`src/rtl/as5600_pkg.sv`:
```
// Shared constants and FSM encoding for the AS5600 angle-register I2C target.
package as5600_pkg;

  localparam logic [6:0] AS5600_ADDR   = 7'h36;

  localparam logic [7:0] REG_STATUS    = 8'h0B;
  localparam logic [7:0] REG_RAW_ANG_H = 8'h0C;
  localparam logic [7:0] REG_RAW_ANG_L = 8'h0D;
  localparam logic [7:0] REG_ANG_H     = 8'h0E;
  localparam logic [7:0] REG_ANG_L     = 8'h0F;

  typedef enum logic [3:0] {
    ST_IDLE,
    ST_ADDR,
    ST_ADDR_ACK,
    ST_WR_PTR,
    ST_PTR_ACK,
    ST_WR_DATA,
    ST_RD_DATA,
    ST_RD_ACK,
    ST_IGNORE
  } as5600_state_t;

endpackage

```
`src/rtl/i2c_bus_sync.sv`:
```
// Synchronizes scl/sda into the system clock domain and derives
// scl edge pulses plus START/STOP condition pulses.
module i2c_bus_sync #(
  parameter int unsigned SYNC_STAGES = 2
) (
  input  logic clock,
  input  logic reset_n,
  input  logic scl,
  input  logic sda_in,
  output logic sda_s,
  output logic scl_rise,
  output logic scl_fall,
  output logic start_det,
  output logic stop_det
);

  logic [SYNC_STAGES-1:0] scl_sync;
  logic [SYNC_STAGES-1:0] sda_sync;
  logic                   scl_s;
  logic                   scl_d;
  logic                   sda_d;

  // Idle bus is high on both lines, so reset the chains high to avoid false edges.
  always_ff @(posedge clock or negedge reset_n) begin
    if (!reset_n) begin
      scl_sync <= '1;
      sda_sync <= '1;
      scl_d    <= 1'b1;
      sda_d    <= 1'b1;
    end else begin
      scl_sync <= {scl_sync[SYNC_STAGES-2:0], scl};
      sda_sync <= {sda_sync[SYNC_STAGES-2:0], sda_in};
      scl_d    <= scl_s;
      sda_d    <= sda_s;
    end
  end

  assign scl_s     = scl_sync[SYNC_STAGES-1];
  assign sda_s     = sda_sync[SYNC_STAGES-1];
  assign scl_rise  = scl_s & ~scl_d;
  assign scl_fall  = ~scl_s & scl_d;
  assign start_det = scl_s & sda_d & ~sda_s;
  assign stop_det  = scl_s & ~sda_d & sda_s;

endmodule

```
`src/rtl/as5600_i2c_target.sv`:
```
// I2C target emulating the AS5600 angle registers; SDA is open-drain via sda_pull_low.
// Define AS5600_TARGET_STATUS_EN to add the magnet status inputs and register 0x0B.
module as5600_i2c_target
  import as5600_pkg::*;
#(
  parameter logic [6:0]  I2C_ADDR    = AS5600_ADDR,
  parameter int unsigned SYNC_STAGES = 2
) (
  input  logic        clock,
  input  logic        reset_n,
  input  logic        scl,
  input  logic        sda_in,
  output logic        sda_pull_low,
  input  logic [11:0] raw_angle,
`ifdef AS5600_TARGET_STATUS_EN
  input  logic        magnet_detect,
  input  logic        magnet_weak,
  input  logic        magnet_strong,
`endif
  output logic        busy,
  output logic        snap_strobe,
  output logic        nack_seen
);

  logic          sda_s;
  logic          scl_rise;
  logic          scl_fall;
  logic          start_det;
  logic          stop_det;

  as5600_state_t state;
  logic [2:0]    bit_cnt;
  logic [6:0]    shift_reg;
  logic [7:0]    rx_byte;
  logic [7:0]    pointer;
  logic [7:0]    tx_byte;
  logic [7:0]    rd_byte;
  logic [11:0]   shadow;
  logic          rw;
  logic          ack_phase;
  logic          ack_done;
`ifdef AS5600_TARGET_STATUS_EN
  logic [2:0]    status_shadow;
`endif

  i2c_bus_sync #(
    .SYNC_STAGES(SYNC_STAGES)
  ) u_bus_sync (
    .clock     (clock),
    .reset_n   (reset_n),
    .scl       (scl),
    .sda_in    (sda_in),
    .sda_s     (sda_s),
    .scl_rise  (scl_rise),
    .scl_fall  (scl_fall),
    .start_det (start_det),
    .stop_det  (stop_det)
  );

  assign rx_byte = {shift_reg, sda_s};

  always_comb begin
    rd_byte = '0;
    case (pointer)
      REG_RAW_ANG_H, REG_ANG_H: rd_byte = {4'h0, shadow[11:8]};
      REG_RAW_ANG_L, REG_ANG_L: rd_byte = shadow[7:0];
`ifdef AS5600_TARGET_STATUS_EN
      REG_STATUS:               rd_byte = {2'b00, status_shadow, 3'b000};
`endif
      default:                  rd_byte = '0;
    endcase
  end

  // Every ACK slot spans two scl falls: the first starts driving the ACK,
  // ack_done is set by the rise in between, the second ends the slot.
  always_ff @(posedge clock or negedge reset_n) begin
    if (!reset_n) begin
      state         <= ST_IDLE;
      bit_cnt       <= '0;
      shift_reg     <= '0;
      pointer       <= '0;
      tx_byte       <= '0;
      shadow        <= '0;
      rw            <= 1'b0;
      ack_phase     <= 1'b0;
      ack_done      <= 1'b0;
      sda_pull_low  <= 1'b0;
      busy          <= 1'b0;
      snap_strobe   <= 1'b0;
      nack_seen     <= 1'b0;
`ifdef AS5600_TARGET_STATUS_EN
      status_shadow <= '0;
`endif
    end else begin
      snap_strobe <= 1'b0;
      nack_seen   <= 1'b0;
      if (stop_det) begin
        state        <= ST_IDLE;
        busy         <= 1'b0;
        sda_pull_low <= 1'b0;
      end else if (start_det) begin
        state        <= ST_ADDR;
        bit_cnt      <= '0;
        ack_phase    <= 1'b0;
        ack_done     <= 1'b0;
        sda_pull_low <= 1'b0;
      end else begin
        case (state)
          ST_IDLE, ST_IGNORE: sda_pull_low <= 1'b0;

          ST_ADDR: begin
            if (scl_rise) begin
              shift_reg <= rx_byte[6:0];
              bit_cnt   <= bit_cnt + 3'd1;
              if (bit_cnt == 3'd7) begin
                if (rx_byte[7:1] == I2C_ADDR) begin
                  state    <= ST_ADDR_ACK;
                  busy     <= 1'b1;
                  rw       <= rx_byte[0];
                  ack_done <= 1'b0;
                end else begin
                  state <= ST_IGNORE;
                  busy  <= 1'b0;
                end
              end
            end
          end

          ST_ADDR_ACK: begin
            if (scl_rise) begin
              ack_done <= 1'b1;
            end else if (scl_fall) begin
              if (!ack_done) begin
                sda_pull_low <= 1'b1;
                if (rw) begin
                  shadow        <= raw_angle;
                  snap_strobe   <= 1'b1;
`ifdef AS5600_TARGET_STATUS_EN
                  status_shadow <= {magnet_detect, magnet_weak, magnet_strong};
`endif
                end
              end else begin
                ack_done <= 1'b0;
                bit_cnt  <= '0;
                if (rw) begin
                  state        <= ST_RD_DATA;
                  tx_byte      <= rd_byte;
                  sda_pull_low <= ~rd_byte[7];
                end else begin
                  state        <= ST_WR_PTR;
                  sda_pull_low <= 1'b0;
                end
              end
            end
          end

          ST_WR_PTR: begin
            if (scl_rise) begin
              shift_reg <= rx_byte[6:0];
              bit_cnt   <= bit_cnt + 3'd1;
              if (bit_cnt == 3'd7) begin
                pointer  <= rx_byte;
                state    <= ST_PTR_ACK;
                ack_done <= 1'b0;
              end
            end
          end

          ST_PTR_ACK: begin
            if (scl_rise) begin
              ack_done <= 1'b1;
            end else if (scl_fall) begin
              if (!ack_done) begin
                sda_pull_low <= 1'b1;
              end else begin
                sda_pull_low <= 1'b0;
                state        <= ST_WR_DATA;
                ack_phase    <= 1'b0;
                ack_done     <= 1'b0;
                bit_cnt      <= '0;
              end
            end
          end

          ST_WR_DATA: begin
            if (!ack_phase) begin
              if (scl_rise) begin
                shift_reg <= rx_byte[6:0];
                bit_cnt   <= bit_cnt + 3'd1;
                if (bit_cnt == 3'd7) begin
                  ack_phase <= 1'b1;
                  ack_done  <= 1'b0;
                  pointer   <= pointer + 8'd1;
                end
              end
            end else if (scl_rise) begin
              ack_done <= 1'b1;
            end else if (scl_fall) begin
              if (!ack_done) begin
                sda_pull_low <= 1'b1;
              end else begin
                sda_pull_low <= 1'b0;
                ack_phase    <= 1'b0;
                ack_done     <= 1'b0;
              end
            end
          end

          ST_RD_DATA: begin
            if (scl_rise) begin
              bit_cnt <= bit_cnt + 3'd1;
              if (bit_cnt == 3'd7) begin
                state    <= ST_RD_ACK;
                ack_done <= 1'b0;
              end
            end else if (scl_fall) begin
              tx_byte      <= {tx_byte[6:0], 1'b0};
              sda_pull_low <= ~tx_byte[6];
            end
          end

          ST_RD_ACK: begin
            if (scl_rise) begin
              if (sda_s) begin
                nack_seen <= 1'b1;
                state     <= ST_IGNORE;
              end else begin
                pointer  <= pointer + 8'd1;
                ack_done <= 1'b1;
              end
            end else if (scl_fall) begin
              if (!ack_done) begin
                sda_pull_low <= 1'b0;
              end else begin
                state        <= ST_RD_DATA;
                tx_byte      <= rd_byte;
                sda_pull_low <= ~rd_byte[7];
                bit_cnt      <= '0;
                ack_done     <= 1'b0;
              end
            end
          end

          default: begin
            state        <= ST_IDLE;
            sda_pull_low <= 1'b0;
          end
        endcase
      end
    end
  end

endmodule
```
`config.mk`:
```
export PLATFORM = sky130hd
export DESIGN_NAME = as5600_i2c_target
export DESIGN_NICKNAME = d
export VERILOG_FILES = /design/src/rtl/as5600_pkg.sv /design/src/rtl/i2c_bus_sync.sv /design/src/rtl/as5600_i2c_target.sv
export SDC_FILE = /design/constraint.sdc
export NUM_CORES = 1
export LEC_CHECK = 0
export CORE_ASPECT_RATIO = 1.25
export CORE_MARGIN = 1.5
export CORE_UTILIZATION = 52
export DETAILED_ROUTE_END_ITERATION = 8
export PLACE_DENSITY = 0.79
export SLEW_MARGIN = 20
export SYNTH_ARGS = -nofsm -noshare
export SYNTH_HDL_FRONTEND = slang
export SYNTH_SLANG_ARGS = --single-unit
```
`constraint.sdc`:
```
create_clock -name clock -period 2.8 [get_ports clock]
set_clock_uncertainty 0.05 [all_clocks]
set_input_delay 0.56 -clock clock [delete_from_list [all_inputs] [get_ports clock]]
set_output_delay 0.56 -clock clock [all_outputs]
set_load 0.02 [all_outputs]
```
==> run summary, run 1 <==
Counting tap cells, the placed design contains a total of 442 instances. From bottom edge to top edge, the die measures 91.65 um. The areal power density over the cells was 586.0 nW/um^2.

In the global route stage, overall resource usage came out at 24.22%. The pre-antenna-repair detailed-routing pass consisted of 5 iterations. Using the TritonRoute via totals, the vias-per-cell ratio works out to 6.253. When the netlist entered floorplanning its net count stood at 365.

The upper clock frequency limit was 409.2 MHz. The number of antenna diodes in the final layout is 0. The logs give 2 for the maximum clock insertion buffer count and 0 for the number of hold-repair buffers added at the cts stage. The maximum single-stage delay on the critical path is 550 ps. The clock edge transition at the registers on the reported setup and hold paths was 100 ps. The most common library cell in the layout ignoring fill and taps was sky130_fd_sc_hd__dfrtp_1. The tools report the startpoint type of the worst setup path as a flip-flop. The tools report the via count of the first global-routing pass as 2,744. Detailed placement finished with a half-perimeter wire length of 5374 um.

The fraction of registers with async set/reset was 100.0%. The largest registers in the layout are shadow (12), pointer (8). Setup repair after global routing left no endpoint under its margin. Leaving out filler cells and counting taps, the final layout contains 450.

For this block, the initial DRC count from the detailed router was 272. The library cells used most frequently in the layout, excluding fill and tap cells, are sky130_fd_sc_hd__dfrtp_1 (48), sky130_fd_sc_hd__nand2_1 (39), sky130_fd_sc_hd__o21ai_0 (22). The initial antenna violation count came out at 0. The weighted congestion reported at the end of routability-driven placement was 0.9237; the deepest level of the CTS H-tree was 2. The sequential share of the synthesized area is 41.56%.

The worst path uses 87.28% of the clock period. The number of nets in the layout came out at 388. Cells with a size suffix above 1 make up 17.81% of the layout.

The register with the most flip-flops in the layout has 12 of them. Row generation in the floorplan step produced 32 rows. The number of input and output port buffers inserted was 19; the number of register bits inferred by synthesis was 54.

The final hold violation count came out at 0. Counting every instance in the synthesized netlist gives 341. Walking the worst path, the cells encountered are inv_1, ha_1, and2b_1, a221oi_1, o21a_1, or4b_1, o211ai_1.

The clock reaches the later pin of the worst-skew pair after 320 ps. The start-to-end type of the worst setup path was flip-flop to flip-flop. The number of slew-limit violations in the final report was 0.

The I/O pin count is 20, and the distinct cell type count after synthesis is 67. The mean instance size in the synthesized netlist was 9.588 um^2; the placed cell area was 3573 um^2. The kind of capture point of the worst setup path was a flip-flop.

Overflow left after global routing: 0. The most common flop cell mapped by yosys is sky130_fd_sc_hd__dfrtp_1. The routed wire length per instance is 16.49 um, and the sum of negative setup slack is 0 ps.

The root buffer cell chosen for the clock tree is sky130_fd_sc_hd__clkbuf_8. Entering global routing, the biggest net connects 30 pins. The die is 73.92 um wide. In the routed design, unresolved DRC markers number 0. The area growth from synthesis to layout is 12.28%. The final-report setup violation count was 0; the area of the multi-input gates was 1773 um^2. The run gives 54 as the total clock sinks. The min-delay analysis places its worst path in the category input pin to asynchronous set/reset pin. For this configuration, the core starts out at a cell density of 53.37%. The number of vias after detailed routing was 2,814; the number of fill cells in the layout was 536. The post-layout minimum cycle time was 2444 ps; the final cell area excluding filler cells was 3671 um^2.

The cell type of the slowest stage on the worst timing path is sky130_fd_sc_hd__dfstp_2. Counting flops with a built-in enable in the synthesized netlist gives 0. The cell area that synthesis handed to floorplanning was 3269 um^2. The flow ran to the end, and the final reports show no timing, DRC or antenna violations. The first global-routing pass estimated 13,030 um of wire. The post-cts gate resize count came out at 0. The total of warnings raised by yosys came out at 0. The core region is 6126 um^2.

The detailed-route wire length was 7419 um. TritonCTS built the clock tree. The measured slew at the worst slew-check pin is 774.8 ps, and the final antenna-violating net count is 0. Data arrives at the worst endpoint at 2640 ps. Data on the critical path is required at its endpoint by 2990 ps. The tool flagged a number of max-cap violations equal to 0. The leakage dissipation came out at 1.486 nW.

The peak fanout along the critical path is 12, and the TritonCTS buffer count is 5. Once the clock tree was built, the setup fixing pass inserted 0 buffers. Counting flops per register, the top entry is shadow.

The logs give 284.5 uV for the maximum VDD drop and 1359 um^2 for the area taken by flip-flops and latches. Headroom to the max-slew limit came out at 48.34%. The die covers 6775 um^2.
[critical path, delay by kind of cell (launching register included)]
kind	cells	cell delay, ps
AND/OR/NAND/NOR	2	900
AO/OA/AOI/OAI	3	490
adder cells (fa/ha/maj)	1	330
flip-flops	1	550
buffers and inverters	1	40
[layout make-up]
cell class	count	share of cell area [%]
Clock buffer	5	1.875
Tap cell	85	2.897
Inverter	10	1.022
Sequential cell	54	37.01
Clock inverter	3	0.7839
Timing Repair Buffer	34	8.112
Multi-Input combinational cell	259	48.30
[cell families (layout without fill, tap and decap cells)]
kind of cell / count (synthesis) / in the layout / synth area share [%]
adder cells (fa/ha/maj): 8 / 8 / 3.062
flip-flops: 54 / 54 / 41.56
AND/OR/NAND/NOR: 122 / 122 / 20.02
buffers and inverters: 28 / 52 / 4.210
multiplexers: 24 / 24 / 8.152
XOR/XNOR: 2 / 2 / 0.7656
AO/OA/AOI/OAI: 103 / 103 / 22.24
[path summary, 6_finish.rpt]
kind | from | end | slack [ps] | cells past startpoint
max | u_bus_sync.scl_d | bit_cnt[0] | 360 | 7
max in group asynchronous | reset_n | u_bus_sync.scl_d | 1830 | 2
min reg2reg | u_bus_sync.sda_sync[0] | u_bus_sync.sda_sync[1] | 310 | 0
min | reset_n | pointer[6] | 190 | 1
max reg2reg | u_bus_sync.scl_d | bit_cnt[0] | 360 | 7
min in group clock | u_bus_sync.sda_sync[0] | u_bus_sync.sda_sync[1] | 310 | 0
[power breakdown]
group	internal, mW	switching [mW]	leakage, nW
clock	0.188	0.288	0.0506
sequential	0.874	0.124	0.714
combinational	0.306	0.372	0.721
total	1.37	0.784	1.49
[routing by layer]
layer	GRT usage [%]	part of all wire (%)	vias up
met5	0	0	-
met4	10.80	3.6	0
met3	3.407	5.1	26
met2	39.06	50	112
met1	31.80	41	1362
li1	-	-	1314
[Yosys cell counts (3+ instances only)]
master                     number  area [um^2]
sky130_fd_sc_hd__nand4_1        6        37.54
sky130_fd_sc_hd__o211ai_1       6        45.04
sky130_fd_sc_hd__o21a_1         3        22.52
sky130_fd_sc_hd__or2_2          4        25.02
sky130_fd_sc_hd__a22oi_1        8        60.06
sky130_fd_sc_hd__a221oi_1       3        26.28
sky130_fd_sc_hd__nor2b_1        9        56.30
sky130_fd_sc_hd__buf_4          5        37.54
sky130_fd_sc_hd__o311ai_0       3        26.28
sky130_fd_sc_hd__mux2_2        19        214.0
sky130_fd_sc_hd__o21ai_0       22        110.1
sky130_fd_sc_hd__a21oi_1       18        90.09
sky130_fd_sc_hd__dfrtp_1       48         1201
sky130_fd_sc_hd__a31oi_1        5        31.28
sky130_fd_sc_hd__nor2_1        13        48.80
sky130_fd_sc_hd__nand3_1       14        70.07
sky130_fd_sc_hd__buf_2          5        25.02
sky130_fd_sc_hd__clkbuf_1       7        26.28
sky130_fd_sc_hd__inv_1          8        30.03
sky130_fd_sc_hd__nand2_1       39        146.4
sky130_fd_sc_hd__nor4_1         3        18.77
sky130_fd_sc_hd__nor3_1         5        25.02
sky130_fd_sc_hd__o22ai_1        4        25.02
sky130_fd_sc_hd__mux2i_1        3        30.03
sky130_fd_sc_hd__a211oi_1       6        45.04
sky130_fd_sc_hd__nand2b_1      10        62.56
sky130_fd_sc_hd__dfstp_2        6        157.7
sky130_fd_sc_hd__ha_1           8        100.1
[per-stage QoR]
stage / worst slack (ps) / util (%) / power (mW) / hold WS (ps)
finish: 356.2 / 59.93 / 2.151 / 189.1
CTS: 363.2 / 59.93 / 2.150 / 209.2
detailed placement: 371.5 / 58.33 / 1.677 / 296.8
global route: 147.1 / 59.93 / 2.289 / 236.7
global placement: 453.3 / 58.33 / 1.658 / 296.2
floorplan: 706.5 / - / 1.470 / 214.4
(Power assumes the default switching activity.)
==> run 2, diff against run 1 <==
CTS_CLUSTER_SIZE = 12   (was not set)
==> results of run 2 <==
The final DEF is identical to that of run 1; final timing and power are the same.
==> run 3, diff against run 2 <==
MAX_ROUTING_LAYER = met4   (was not set)
SLEW_MARGIN = 0   (was 20)
==> run 3 against run 2 <==
Effect of this change: core utilization grew 0.39 points; power grew 3.0%; worst hold slack gained 33 ps; maximum frequency shrank 0.68%; wire length shrank 0.85%; clock power grew 14%; sequential share of layout area shrank 0.24 points; setup slack lost 17 ps; critical endpoint unchanged; largest power group unchanged.
==> run summary, run 3 (synthesis results as in run 1) <==
The flow ran to the end, and the final reports show no timing, DRC or antenna violations. The I/O pin count is 20. For this design, the CTS-stage hold fixing added 0 buffers. The total iterations of the first detailed-routing run was 6.

The logs give 0.9358 for the weighted congestion reported at the end of routability-driven placement and 3695 um^2 for the final cell area excluding filler cells. After the last flow step, the layout net total stands at 387. The post-layout minimum cycle time was 2460 ps; the number of antenna cells inserted was 0.

The layout cell share with drive strength beyond 1 is 17.58%. The period utilization came out at 87.87%. For the worst setup path, the data required time is 2990 ps.

The first global-routing pass estimated 12,460 um of wire. The startpoint identified for the worst register-to-register timing path is u_bus_sync.scl_d. The cell depth of the worst flop-to-flop path came out at 7. Routed wire length per instance: 16.38 um. The remaining routing DRC violations was 0. Data arrival time of the critical path: 2650 ps. The die width is 73.92 um. The initial cell density of the core was 53.37%. The area growth from synthesis to layout came out at 13.01%.

Setup violations remaining at the end of the flow were counted as 0. STA classifies the critical path startpoint as a flip-flop. After routing, the total negative slack on setup checks comes to 0 ps. The type of the most critical hold path was input pin to asynchronous set/reset pin. In this design, the stage delay of the slowest critical-path cell is 540 ps.

Counting along the longest clock path gives a buffer depth of 2. The half-perimeter wire length of the detailed placement result came out at 5401 um. TritonCTS built the clock tree. Setup slack on the worst reg-to-reg path comes out at 340 ps. The flip-flop count of the largest register, all copies and words added was 12; the total die area was 6775 um^2. Leaving out fill and tap cells, the most frequent cell in the layout is sky130_fd_sc_hd__dfrtp_1.

Number of slew-limit violations in the final report: 0. After clock tree synthesis, the clock-pin slew on the worst setup and hold paths is 100 ps. In this run the critical register-to-register path is captured at bit_cnt[0]. In this run the post-CTS setup repair buffer count came out at 0. CTS built an H-tree with a depth of 2.

After floorplanning, the core was divided into 32 placement rows. The global-route usage over all layers is 24.23%. OpenSTA, run right after detailed placement, puts the worst setup slack at 384.7 ps.

For the number of vias after detailed routing, the log shows 2,728. The areal power density over the cells came out at 599.5 nW/um^2. In this run, post-CTS repair resized a total of 0 instances.

The post-route worst setup slack was 339.5 ps; the via count of the first global-routing pass was 2,645. Input and output buffers added on the ports amount to 19. For the TritonCTS buffer count, the log shows 5. The maximum VDD drop was 334.7 uV; the die height was 91.65 um.

Headroom to the max-slew limit came out at 55.45%. The overflow left after global routing is 0, and the detailed-route wire length is 7356 um. The worst setup path is captured at a flip-flop. The cell type of the slowest stage on the worst timing path is sky130_fd_sc_hd__dfstp_2.

For this block, the initial DRC count from the detailed router was 212. The initial antenna violation count was 0; the count of max-cap constraint violations was 0. In this run the standard cell core region covers 6126 um^2.

The total clock sinks is 54, and the via density per instance is 6.076. The root buffer cell chosen for the clock tree is sky130_fd_sc_hd__clkbuf_8. The largest registers in the layout are shadow (12), pointer (8). The logs give 30 for the pin count of the biggest net entering global routing and 0 for the final antenna-violating net count.

The measured slew at the worst slew-check pin is 668.3 ps. Leaving out fill and tap cells, the most frequent cells in the layout are sky130_fd_sc_hd__dfrtp_1 (48), sky130_fd_sc_hd__nand2_1 (39), sky130_fd_sc_hd__o21ai_0 (22). In this run the worst path has a maximum fanout of 12. Setup repair after global routing left no endpoint under its margin. The combined buffer and inverter count along the critical path was 1.

The tools report the source-to-sink clock delay at the later pin of the worst-skew pair as 310 ps. The critical path is of the flip-flop to flip-flop type. In this run the static leakage power is 1.491 nW. The register with the highest flop count was shadow. The signal on the critical path passes through inv_1, ha_1, and2b_1, a221oi_1, o21a_1, or4b_1, o211ai_1. The upper clock frequency limit is 406.4 MHz, and the placed cell area is 3578 um^2.

Family with the most delay on the worst path: simple AND/OR/NAND/NOR gates. Final hold violation count: 0.
run 3: worst reg2reg max path, cell delays in order (launching register included):
cell and delay (ps):
sky130_fd_sc_hd__dfstp_2 540, sky130_fd_sc_hd__inv_1 40, sky130_fd_sc_hd__ha_1 340, sky130_fd_sc_hd__and2b_1 390, sky130_fd_sc_hd__a221oi_1 120, sky130_fd_sc_hd__o21a_1 290, sky130_fd_sc_hd__or4b_1 520, sky130_fd_sc_hd__o211ai_1 100
run 3: stage by stage:
stage,instances,power [mW],hold WS [ps],util [%]
after floorplan,341,1.470,214.4,-
after global placement,441,1.658,302.2,58.41
after detailed placement,441,1.678,301.5,58.41
after CTS,449,2.230,247.4,60.31
after global routing,449,2.347,250.1,60.31
final,449,2.215,222.4,60.31
run 3: routing by layer:
| layer | global-route usage [%] | up-vias | wire length [um] |
|---|---|---|---|
| li1 | - | 1310 | - |
| met5 | - | - | 0 |
| met1 | 30.79 | 1312 | 3103 |
| met2 | 39.14 | 89 | 3755 |
| met3 | 3.297 | 17 | 330 |
| met4 | 8.642 | 0 | 167 |
run 3: worst max path at each step:
stage / start / end / slack [ps] / cells after the start
6_report: u_bus_sync.scl_d / bit_cnt[0] / 340 / 7
2_1_floorplan: u_bus_sync.scl_d / shadow[0] / 710 / 7
4_1_cts: u_bus_sync.scl_d / bit_cnt[0] / 370 / 7
5_1_grt: bit_cnt[0] / pointer[6] / 210 / 8
3_3_place_gp: u_bus_sync.scl_d / bit_cnt[0] / 440 / 7
3_5_place_dp: u_bus_sync.scl_d / bit_cnt[0] / 380 / 7
run 3: report_power, final:
part	switching, mW	internal, mW
clock	0.270	0.273
sequential	0.121	0.873
combinational	0.368	0.309
total	0.759	1.46
run 3: final cells by class:
class                   count  area [um^2]
inverters                  10        37.54
repair buffers             33        302.8
fillers                   532         2431
clock inverters             3        47.55
flip-flops and latches     54         1359
clock buffers               5        68.82
well taps                  85        106.4
multi-input cells         259         1773
